==> src/rtl/fifo_spi_reader_pkg.sv <==
// Shared types and constants for the FIFO-side SPI pixel reader.
package fifo_spi_reader_pkg;

  typedef enum logic [2:0] {
    StIdle,
    StSetup,
    StShift,
    StHold,
    StGap
  } state_e;

  localparam int unsigned WORD_BITS            = 16;
  localparam int unsigned FRAME_PIXELS_DEFAULT = 2048;
  localparam int unsigned INDEX_BITS           = 11;

endpackage

==> src/rtl/fifo_spi_reader_spi_sck_gen.sv <==
// SCK divider: CLK_DIV sys_clk cycles per half-period, low half first, idle low when disabled.
module fifo_spi_reader_spi_sck_gen #(
  parameter int unsigned CLK_DIV = 4
) (
  input  logic clk,
  input  logic rst_n,
  input  logic en,
  output logic sck,
  output logic rise_tick,
  output logic fall_tick
);

  localparam int unsigned CntW = (CLK_DIV > 1) ? $clog2(CLK_DIV) : 1;
  localparam logic [CntW-1:0] CntMax = CntW'(CLK_DIV - 1);

  logic [CntW-1:0] cnt;
  logic            half_done;

  // Ticks flag the edge on which sck toggles, so users see them in the same cycle.
  assign half_done = en && (cnt == CntMax);
  assign rise_tick = half_done && !sck;
  assign fall_tick = half_done && sck;

  always_ff @(posedge clk or negedge rst_n) begin
    if (!rst_n) begin
      cnt <= '0;
      sck <= 1'b0;
    end else if (!en) begin
      cnt <= '0;
      sck <= 1'b0;
    end else if (half_done) begin
      cnt <= '0;
      sck <= ~sck;
    end else begin
      cnt <= cnt + 1'b1;
    end
  end

endmodule

==> src/rtl/fifo_spi_reader.sv <==
// SPI master draining 16-bit pixel words from the FIFO slave, with per-frame pixel indexing.
module fifo_spi_reader
  import fifo_spi_reader_pkg::*;
#(
  parameter int unsigned CLK_DIV          = 4,
  parameter int unsigned CS_SETUP         = 2,
  parameter int unsigned CS_HOLD          = 2,
  parameter int unsigned FRAME_GAP        = 4,
  parameter int unsigned PIXELS_PER_FRAME = FRAME_PIXELS_DEFAULT
) (
  input  logic                  sys_clk,
  input  logic                  sys_rst,
  input  logic                  enable,
  input  logic                  abort,
  input  logic                  pixel_ready,
  output logic                  spi_clk,
  output logic                  fifo_cs,
  input  logic                  spi_miso,
  output logic [WORD_BITS-1:0]  pixel_data,
  output logic                  pixel_valid,
  output logic [INDEX_BITS-1:0] pixel_index,
  output logic                  frame_done,
  output logic                  busy
);

  localparam logic [15:0] SetupLast = 16'(CS_SETUP - 1);
  localparam logic [15:0] HoldLast  = 16'(CS_HOLD - 1);
  localparam logic [15:0] GapLast   = 16'(FRAME_GAP - 1);
  localparam logic [INDEX_BITS-1:0] LastIndex = INDEX_BITS'(PIXELS_PER_FRAME - 1);

  state_e                  state;
  logic                    rdy_meta, rdy_sync;
  logic [15:0]             wait_cnt;
  logic [4:0]              bit_cnt;
  logic [WORD_BITS-1:0]    shreg;
  logic [INDEX_BITS-1:0]   pix_cnt;
  logic                    sck_en, rise_tick, fall_tick;

  // Gating with abort lets spi_clk drop on the same edge the FSM leaves SHIFT.
  assign sck_en = (state == StShift) && !abort;

  fifo_spi_reader_spi_sck_gen #(
    .CLK_DIV(CLK_DIV)
  ) u_spi_sck_gen (
    .clk      (sys_clk),
    .rst_n    (sys_rst),
    .en       (sck_en),
    .sck      (spi_clk),
    .rise_tick(rise_tick),
    .fall_tick(fall_tick)
  );

  always_ff @(posedge sys_clk or negedge sys_rst) begin
    if (!sys_rst) begin
      rdy_meta <= 1'b0;
      rdy_sync <= 1'b0;
    end else begin
      rdy_meta <= pixel_ready;
      rdy_sync <= rdy_meta;
    end
  end

  always_ff @(posedge sys_clk or negedge sys_rst) begin
    if (!sys_rst) begin
      state       <= StIdle;
      fifo_cs     <= 1'b1;
      pixel_data  <= '0;
      pixel_valid <= 1'b0;
      pixel_index <= '0;
      frame_done  <= 1'b0;
      busy        <= 1'b0;
      wait_cnt    <= '0;
      bit_cnt     <= '0;
      shreg       <= '0;
      pix_cnt     <= '0;
    end else begin
      pixel_valid <= 1'b0;
      frame_done  <= 1'b0;
      if (abort) begin
        pix_cnt  <= '0;
        fifo_cs  <= 1'b1;
        wait_cnt <= '0;
        if (state != StIdle) begin
          state <= StGap;
          busy  <= 1'b1;
        end
      end else begin
        case (state)
          StIdle: begin
            if (enable && rdy_sync) begin
              state    <= StSetup;
              fifo_cs  <= 1'b0;
              busy     <= 1'b1;
              wait_cnt <= '0;
            end
          end
          StSetup: begin
            if (wait_cnt == SetupLast) begin
              state    <= StShift;
              bit_cnt  <= 5'(WORD_BITS);
              wait_cnt <= '0;
            end else begin
              wait_cnt <= wait_cnt + 1'b1;
            end
          end
          StShift: begin
            if (rise_tick) shreg <= {shreg[WORD_BITS-2:0], spi_miso};
            if (fall_tick) begin
              bit_cnt <= bit_cnt - 1'b1;
              if (bit_cnt == 5'd1) begin
                state    <= StHold;
                wait_cnt <= '0;
              end
            end
          end
          StHold: begin
            if (wait_cnt == HoldLast) begin
              state       <= StGap;
              fifo_cs     <= 1'b1;
              wait_cnt    <= '0;
              pixel_data  <= shreg;
              pixel_valid <= 1'b1;
              pixel_index <= pix_cnt;
              frame_done  <= (pix_cnt == LastIndex);
              pix_cnt     <= (pix_cnt == LastIndex) ? '0 : pix_cnt + 1'b1;
            end else begin
              wait_cnt <= wait_cnt + 1'b1;
            end
          end
          StGap: begin
            if (wait_cnt == GapLast) begin
              state    <= StIdle;
              busy     <= 1'b0;
              wait_cnt <= '0;
            end else begin
              wait_cnt <= wait_cnt + 1'b1;
            end
          end
          default: state <= StIdle;
        endcase
      end
    end
  end

endmodule
==> config.mk <==
export PLATFORM = sky130hd
export DESIGN_NAME = fifo_spi_reader
export DESIGN_NICKNAME = d
export VERILOG_FILES = /design/src/rtl/fifo_spi_reader_pkg.sv /design/src/rtl/fifo_spi_reader_spi_sck_gen.sv /design/src/rtl/fifo_spi_reader.sv
export SDC_FILE = /design/constraint.sdc
export NUM_CORES = 1
export LEC_CHECK = 0
export BUFFER_PORTS_ARGS = -buffer_cell sky130_fd_sc_hd__clkbuf_2
export CORE_ASPECT_RATIO = 1.25
export CORE_MARGIN = 8
export CORE_UTILIZATION = 30
export DETAILED_ROUTE_END_ITERATION = 8
export SKIP_LAST_GASP = 1
export SYNTH_ARGS = -nofsm -noshare
export SYNTH_HDL_FRONTEND = slang
export SYNTH_SLANG_ARGS = --single-unit
==> constraint.sdc <==
create_clock -name sys_clk -period 2.55 [get_ports sys_clk]
set_input_delay 0.51 -clock sys_clk [delete_from_list [all_inputs] [get_ports sys_clk]]
set_output_delay 0.51 -clock sys_clk [all_outputs]
set_load 0.005 [all_outputs]
==> results.toml, run 1 <==
[power_and_ir_drop]
combinational_share_of_power = 0.119
leakage_uw = 0.00226
clkPwrFrac = 0.393
internal-power_uw = 2240
sequentialPowerShare = 0.488
max_rail_drop_vdd_mv = 0.322
netSwitchingPower_uw = 825
p_per_area_mw_per_mm2 = 640
switching_share = 0.269

[floorplanning]
fp.coreArea_mm2 = 0.0132
placement_rows = 47
die_height_um = 146
die_area_mm2 = 0.0175
initial_utilization = 0.306
floorplan.io_pins = 38
die_x_um = 120

[cts]
post_cts_resize_count = 0
clk_root_buffer_cell = "clkbuf_16"
clock_latency_ps = 340
clk_transition_reported_paths_ps = 60
cts-buffers-inserted = 9
clock_sinks = 87
ctsHtreeMaxLevel = 3
clk_path_buf_depth = 2
tritoncts = "done"
cts_hold_repair.buffers = 0
post-cts-setup-buffers = 0

[timing]
timing_max_transition_violations_final = 0
setup_repair_after_global_routing_missed_its_margin = "false"
hold_viol = 0
period_minus_slack_ps = 2380
final-setup-viol-count = 0
fin_crit_sh = 0.932
clock-skew-final_ps = 6.81
setup_tns_ps = 0
max-slew-margin-rel = 0.376
maximum_clock_frequency_mhz = 421
tightestPinTransition_ps = 934

[global_routing]
maximum_number_of_pins_on_one_net_before_global_route_repair = 46
vias_in_the_first_global_route = 3026
wire_length_of_the_first_global_routing_pass_um = 14700
grt_antenna_before_repair = 0
grt_use_total = 0.103
global_route.overflow_total = 0

[synth]
netlist-cell-type-count = 47
count_of_flip_flops_with_a_built_in_enable_after_synthesis = 0
combined_area_of_all_synthesized_cells_mm2 = 0.00404
yosysWarningCount = 0
synth.net_count = 382
synth_sequential_area_ratio = 0.539
synth_seq_cells = 87
syn_area_per_cell_um2 = 10.9
async_reset_ff_frac = 1.00
postSynth.topFlopCell = "dfrtp_1"
synthCells = 370

[layout]
multi_input_comb_area_mm2 = 0.00176
num-fill-cells = 1333
sequential_cell_area_mm2 = 0.00218
synthToLayoutAreaGrowth_pct = 18.5
finalNetCount = 431
final_area_mm2 = 0.00479
diodes = 0
ratio_of_cells_with_drive_above_1_in_the_final_layout = 0.257

[setup_path]
worstPathArrival_ps = 2600
cp_cell_sequence = "nor4_1 -> and4_1 -> nor4b_4 -> buf_12 -> mux2_2"
critPathSlowestCell = "nor4_1"
worstPathMaxFanout = 24
timing.reg2reg.setup_slack_ps = 170
cp_top_family = "simple AND/OR/NAND/NOR gates"
critPathMaxStageDelay_ps = 480
crit_buf_inv = 1
r2r_start = "wait_cnt[13]$_DFFE_PN0P_"
timing.critical_path.to_type = "flip-flop"
number_of_cell_instances_on_the_worst_register_to_register_path = 5
timing.critical_path.from_type = "flip-flop"
critPathRequiredTime_ps = 2770
cp_num_cells = 5
criticalPathCategory = "reg2reg"
regToRegEndpoint = "pixel_data[10]$_DFFE_PN0P_"

[job]
drv.max_cap_violation_count = 0

[detailed_routing]
routed_wirelength_um = 8480
route.antenna.remaining_nets = 0
via_count = 2981
drt_iter0_markers = 176
via_density_per_instance = 5.01
wl_per_cell_um = 14.3
firstDrtPassIters = 5
drcViolationCount = 0

[place]
detailedPlacementHpwl_um = 6010
placed_cell_area_mm2 = 0.00451
globalplace.congestion = 0.798
buffer_ports.inserted = 37

[worst_hold_path]
hold_path_class = "in2async"

[run_status]
status = "complete, no violations"
[how the worst max path moves through the flow]
stage / end / slack [ps] / startpoint
2_1_floorplan: pixel_index[6]$_DFFE_PN0P_ / 520 / wait_cnt[8]$_DFFE_PN0P_
3_3_place_gp: pixel_data[6]$_DFFE_PN0P_ / 200 / wait_cnt[4]$_DFFE_PN0P_
3_5_place_dp: pixel_index[5]$_DFFE_PN0P_ / 150 / wait_cnt[4]$_DFFE_PN0P_
4_1_cts: pixel_index[5]$_DFFE_PN0P_ / 130 / wait_cnt[4]$_DFFE_PN0P_
5_1_grt: pixel_data[11]$_DFFE_PN0P_ / 40 / wait_cnt[8]$_DFFE_PN0P_
6_report: pixel_data[10]$_DFFE_PN0P_ / 170 / wait_cnt[13]$_DFFE_PN0P_
[kinds of logic (layout without fill, tap and decap cells)]
kind of cell / after synthesis / count (layout) / share of synthesized area
buf+inv: 24 / 78 / 0.0279
compound gates: 56 / 56 / 0.0873
flops: 87 / 87 / 0.539
fa+ha+maj: 6 / 6 / 0.0186
mux: 43 / 43 / 0.120
xor+xnor: 10 / 10 / 0.0217
simple gates: 144 / 144 / 0.186
[metal layers]
metal / vias up / share of wire / routed length (um) / global-route usage
met1: 1487 / 0.44 / 3690 / 0.121
met3: 15 / 0.044 / 374 / 0.0318
met5: - / 0 / 0 / 0
met2: 56 / 0.50 / 4240 / 0.169
met4: 0 / 0.021 / 174 / 0.0476
li1: 1423 / - / - / -
[area by class of cell]
type	count	share of cell area
Clock inverter	6	0.00940
Inverter	10	0.00783
Timing Repair Buffer	52	0.0679
Clock buffer	10	0.0478
Multi-Input combinational cell	259	0.368
Sequential cell	87	0.455
Tap cell	171	0.0446
[flip-flops by register name (all words and copies together), names as in the netlist, 2 cells and up]
signal and flops:
wait_cnt 16, u_spi_sck_gen.cnt 2, pixel_data 16, bit_cnt 5, shreg 16, state 3
pix_cnt 11, pixel_index 11
[layout by cell type, fill, tap and decap left out, drive strengths merged, types with 7 or more instances in the layout]
cell / count
a21oi: 12
buf: 16
clkbuf: 46
dfrtp: 86
inv: 12
mux2: 43
nand2: 37
nand3: 15
nor2: 32
nor3: 7
nor4: 10
o21ai: 13
o22ai: 12
xnor2: 7
[worst reg2reg max path, delay by kind of cell, from the launching register on]
family        cells  cell delay, ps
buf+inv           1             220
mux               1             370
simple gates      3            1240
flops             1             440
[synthesized netlist by cell type (all sizes together), types with 2 or more instances]
cell type / n / area (um2)
dfrtp: 86 / 2150
mux2: 43 / 484
nand2: 37 / 139
nor2: 32 / 120
nand3: 15 / 75.1
o21ai: 13 / 65.1
a21oi: 12 / 60.1
o22ai: 12 / 75.1
inv: 10 / 37.5
nor4: 10 / 62.6
buf: 9 / 56.3
nor3: 7 / 35.0
xnor2: 7 / 61.3
ha: 6 / 75.1
nand2b: 6 / 37.5
nand4: 6 / 37.5
a22oi: 5 / 37.5
and2: 5 / 31.3
clkbuf: 5 / 18.8
nor2b: 5 / 31.3
and4: 4 / 35.0
or2: 4 / 25.0
or3: 4 / 25.0
nor4b: 3 / 47.5
o21bai: 3 / 22.5
xor2: 3 / 26.3
nand3b: 2 / 15.0
o31a: 2 / 17.5
[per-stage QoR]
| step | utilization | total power, uW | setup slack [ps] | hold slack [ps] | cells |
|---|---|---|---|---|---|
| final | 0.362 | 3070 | 173 | 163 | 595 |
| after global routing | 0.362 | 3240 | 37.4 | 209 | 595 |
| after CTS | 0.362 | 3110 | 133 | 184 | 595 |
| after detailed placement | 0.341 | 1890 | 147 | 366 | 579 |
| after global placement | 0.341 | 1880 | 200 | 359 | 579 |
| after floorplan | - | 1770 | 521 | 214 | 370 |
[power groups by stage]
stage / Sequential, uW / Combinational [uW] / Clock [uW]
6_report: 1500 / 365 / 1210
3_3_place_gp: 1520 / 359 / 0
2_1_floorplan: 1500 / 275 / 0
3_5_place_dp: 1520 / 367 / 0
5_1_grt: 1510 / 422 / 1310
4_1_cts: 1490 / 369 / 1250
(Power assumes the default switching activity.)
==> run 2, diff against run 1 <==
Settings changed: CELL_PAD_IN_SITES_DETAIL_PLACEMENT set to 0, CELL_PAD_IN_SITES_GLOBAL_PLACEMENT set to 1, PLACE_DENSITY_LB_ADDON set to 0.15.
==> results.toml, run 2 (synthesized netlist as in run 1, its figures left out) <==
[global_routing]
maximum_number_of_pins_on_one_net_before_global_route_repair = 42
grt_antenna_before_repair = 0
vias_in_the_first_global_route = 3075
grt_use_total = 0.113
wire_length_of_the_first_global_routing_pass_um = 16100
global_route.overflow_total = 0

[cts]
clk_transition_reported_paths_ps = 70
clock_sinks = 87
ctsHtreeMaxLevel = 3
clock_latency_ps = 340
post_cts_resize_count = 0
post-cts-setup-buffers = 0
cts_hold_repair.buffers = 0
clk_path_buf_depth = 2
tritoncts = "done"
cts-buffers-inserted = 9
clk_root_buffer_cell = "clkbuf_16"

[setup_path]
timing.critical_path.from_type = "flip-flop"
critPathMaxStageDelay_ps = 720
timing.critical_path.to_type = "flip-flop"
worstPathMaxFanout = 13
critPathRequiredTime_ps = 2790
criticalPathCategory = "reg2reg"
worstPathArrival_ps = 2560
cp_cell_sequence = "nor4_1 -> buf_4 -> and4_1 -> a211oi_2 -> buf_4 -> o21ai_0 -> a22oi_1"
critical_path.most_common_cell = "buf_4"
critPathSlowestCell = "a211oi_2"

[layout]
ratio_of_cells_with_drive_above_1_in_the_final_layout = 0.267
diodes = 0
synthToLayoutAreaGrowth_pct = 20.0
biggestRegsByFlops = "pixel_data x16, shreg x16, wait_cnt x16"
finalNetCount = 437
num-fill-cells = 1338
most-common-layout-cells = "86 x dfrtp_1, 37 x nand2_1, 36 x clkbuf_2"
mostFrequentLayoutCell = "dfrtp_1"
postLayoutCoreUtil = 0.367

[place]
detailedPlacementHpwl_um = 6440
globalplace.congestion = 0.734
buffer_ports.inserted = 37

[floorplanning]
floorplan.io_pins = 38
initial_utilization = 0.306
placement_rows = 47
die_x_um = 120
die_area_mm2 = 0.0175
die_height_um = 146
fp.coreArea_mm2 = 0.0132

[timing]
hold_viol = 0
tightestPinTransition_ps = 795
setup_repair_after_global_routing_missed_its_margin = "false"
setup_tns_ps = 0
period_minus_slack_ps = 2310
max-slew-margin-rel = 0.469
final-setup-viol-count = 0
fin_crit_sh = 0.908
clock-skew-final_ps = 8.38
maximum_clock_frequency_mhz = 432
timing_max_transition_violations_final = 0

[detailed_routing]
drt_iter0_markers = 75
routed_wirelength_um = 9240
route.antenna.remaining_nets = 0
wl_per_cell_um = 15.4
firstDrtPassIters = 4
drcViolationCount = 0
via_count = 2922
via_density_per_instance = 4.86

[run_status]
status = "complete, no violations"

[worst_hold_path]
hold_path_class = "in2async"

[power_and_ir_drop]
p_per_area_mw_per_mm2 = 660
leakage_uw = 0.00230
max_rail_drop_vdd_mv = 0.292

[job]
drv.max_cap_violation_count = 0
==> run 2: changes by cell type in the layout (fill, tap and decap cells not counted) <==
cell,delta
clkinv_2,-1
nor4_2,-1
clkinv_4,+1
buf_4,+6
clkinvlp_4,-2
clkbuf_1,-1
inv_6,-1
nor4_1,+1
inv_8,+4
==> run 2: worst paths after layout <==
check                      slack (ps)  cells past startpoint                     start                           to
max                               240                      7  wait_cnt[13]$_DFFE_PN0P_      wait_cnt[6]$_DFFE_PN0P_
min                                90                      1                   sys_rst     wait_cnt[10]$_DFFE_PN0P_
max reg2reg                       240                      7  wait_cnt[13]$_DFFE_PN0P_      wait_cnt[6]$_DFFE_PN0P_
min reg2reg                       360                      0        rdy_meta$_DFF_PN0_           rdy_sync$_DFF_PN0_
max in group asynchronous        1840                      2                   sys_rst  pixel_index[10]$_DFFE_PN0P_
min in group sys_clk              280                      1               pixel_ready           rdy_meta$_DFF_PN0_
==> run 2: power by group <==
| part | internal [uW] | leakage, uW | total, uW | switching, uW |
|---|---|---|---|---|
| Sequential | 1430 | 0.00120 | 1500 | 64.5 |
| Combinational | 161 | 0.000959 | 397 | 236 |
| Clock | 694 | 0.000144 | 1310 | 614 |
| Total | 2290 | 0.00230 | 3200 | 915 |
==> run 2: layout make-up <==
| cell class | count | area [um2] | area share |
|---|---|---|---|
| Multi-Input combinational cell | 259 | 1760 | 0.362 |
| Clock inverter | 7 | 70.1 | 0.0144 |
| Sequential cell | 87 | 2180 | 0.449 |
| Timing Repair Buffer | 58 | 370 | 0.0763 |
| Tap cell | 171 | 214 | 0.0441 |
| Clock buffer | 9 | 225 | 0.0464 |
| Inverter | 10 | 37.5 | 0.00774 |
==> run 2: through the flow <==
stage	power [uW]	worst slack (ps)	hold slack, ps	cells	cell area, um2
2_1_floorplan	1770	521	214	370	4040
3_3_place_gp	1930	305	338	585	4560
3_5_place_dp	1930	275	349	585	4560
4_1_cts	3260	235	107	601	4850
5_1_grt	3380	46.8	118	601	4850
6_report	3200	235	93.6	601	4850
==> run 2: worst max-delay path, delay by kind of cell (launching register included) <==
family	cells	cell delay, ps
flops	1	420
compound gates	3	1030
buf+inv	2	440
simple gates	2	330
==> run 2: metal layers <==
metal	vias up	wire length (um)	global-route usage
met5	-	0	0
met4	0	101	0.0407
met3	8	341	0.0303
met2	39	4380	0.175
met1	1441	4420	0.147
li1	1434	-	-
==> run 3, diff against run 2 <==
Settings changed: CORE_ASPECT_RATIO 1.25 to 1.75, CTS_BUF_LIST set to sky130_fd_sc_hd__clkbuf_4, TNS_END_PERCENT set to 30.
==> results.toml, run 3 (synthesized netlist as in run 1, its figures left out) <==
[floorplanning]
die_area_mm2 = 0.0176
floorplan.io_pins = 38
initial_utilization = 0.304
placement_rows = 56
die_x_um = 104
fp.coreArea_mm2 = 0.0133
die_height_um = 170

[timing]
timing_max_transition_violations_final = 0
hold_ws_ps = 190
final-setup-viol-count = 0
max-slew-margin-rel = 0.446
postLayoutSetupSlackWorst_ps = 261
clock-skew-final_ps = 26.3
period_minus_slack_ps = 2290
fin_crit_sh = 0.898
tightestPinTransition_ps = 829
setup_tns_ps = 0
setup_repair_after_global_routing_missed_its_margin = "false"
hold_viol = 0
maximum_clock_frequency_mhz = 437

[detailed_routing]
via_count = 3003
routed_wirelength_um = 9450
m1WireLength_um = 4170
highest_layer = "met4"
drt_iter0_markers = 123
via_density_per_instance = 4.89
met2_wirelength_um = 4930
wl_per_cell_um = 15.4
drcViolationCount = 0
route.antenna.remaining_nets = 0
detailroute.wirelength.met3_um = 232
firstDrtPassIters = 4

[place]
placed_cell_area_mm2 = 0.00461
globalplace.congestion = 0.720
detailedPlacementHpwl_um = 6890
buffer_ports.inserted = 37
post-place-ws_ps = 248

[setup_path]
critPathSlowestCell = "a211oi_2"
criticalPathCategory = "reg2reg"
timing.critical_path.from_type = "flip-flop"
critPathRequiredTime_ps = 2930
critical_path.most_common_cell = "buf_4"
timing.critical_path.to_type = "flip-flop"
worstPathArrival_ps = 2660
cp_cell_sequence = "nor4_1 -> buf_4 -> and4_1 -> a211oi_2 -> buf_4 -> o21ai_0 -> a22oi_1"
worstPathMaxFanout = 14
critPathMaxStageDelay_ps = 740

[layout]
most-common-layout-cells = "86 x dfrtp_1, 37 x nand2_1, 36 x clkbuf_2"
num-fill-cells = 1395
sequential_cell_area_mm2 = 0.00218
final_area_mm2 = 0.00479
mostFrequentLayoutCell = "dfrtp_1"
finalNetCount = 446
biggestRegsByFlops = "pixel_data x16, shreg x16, wait_cnt x16"
synthToLayoutAreaGrowth_pct = 18.5
multi_input_comb_area_mm2 = 0.00176
ratio_of_cells_with_drive_above_1_in_the_final_layout = 0.280

[cts]
post_cts_resize_count = 0
clk_path_buf_depth = 2
clk_transition_reported_paths_ps = 160
clk_root_buffer_cell = "clkbuf_4"
post-cts-setup-buffers = 0
clock_sinks = 87
ctsHtreeMaxLevel = 3
cts-buffers-inserted = 9
tritoncts = "done"
clock_latency_ps = 440

[job]
drv.max_cap_violation_count = 0

[global_routing]
wire_length_of_the_first_global_routing_pass_um = 16200
vias_in_the_first_global_route = 3144
global_route.overflow_total = 0
grt_use_total = 0.113
maximum_number_of_pins_on_one_net_before_global_route_repair = 47
grt_antenna_before_repair = 1

[power_and_ir_drop]
max_rail_drop_vdd_mv = 0.418
leakage_uw = 0.00229
p_per_area_mw_per_mm2 = 591
fin_total_pwr_uw = 2830

[run_status]
status = "complete, no violations"

[worst_hold_path]
hold_path_class = "in2reg"
run 3: routing by layer:
layer	track usage	vias up
li1	-	1451
met3	0.0255	8
met4	0.0456	0
met5	0	-
met1	0.130	1503
met2	0.200	41
run 3: critical path: cells and delay by family, from the launching register on:
kind	cells	cell delay, ps
compound gates	3	1020
flops	1	450
buf+inv	2	430
simple gates	2	310
run 3: worst paths after layout:
| check | endpoint | startpoint | cells past startpoint | slack (ps) |
|---|---|---|---|---|
| min in group asynchronous | wait_cnt[6]$_DFFE_PN0P_ | sys_rst | 2 | 500 |
| worst max register to register | wait_cnt[6]$_DFFE_PN0P_ | wait_cnt[9]$_DFFE_PN0P_ | 7 | 260 |
| worst max-delay path | wait_cnt[6]$_DFFE_PN0P_ | wait_cnt[9]$_DFFE_PN0P_ | 7 | 260 |
| max in group asynchronous | fifo_cs$_DFFE_PN1P_ | sys_rst | 3 | 1390 |
| worst min-delay path | rdy_meta$_DFF_PN0_ | pixel_ready | 1 | 190 |
| worst min register to register | rdy_sync$_DFF_PN0_ | rdy_meta$_DFF_PN0_ | 0 | 370 |
run 3: what timing repair did:
item,in CTS,in global routing
endpoints found under the hold margin,20,0
hold buffers,1,0
endpoints found under the setup margin,0,0
run 3: cell type report:
cell class              count  share of cell area
diodes                      1            0.000522
clock buffers               9              0.0141
clock inverters             7              0.0217
inverters                  10             0.00783
multi-input cells         259               0.367
flip-flops and latches     87               0.455
well taps                 174              0.0454
repair buffers             67              0.0893
run 3: power breakdown:
group / switching (uW) / internal (uW) / total, uW
Sequential: 61.6 / 1430 / 1500
Combinational: 242 / 171 / 412
Clock: 515 / 411 / 926
run 3: per-stage QoR:
stage          utilization  cells
2_1_floorplan            -    370
3_3_place_gp         0.346    596
3_5_place_dp         0.346    596
4_1_cts              0.360    613
5_1_grt              0.360    614
6_report             0.360    614
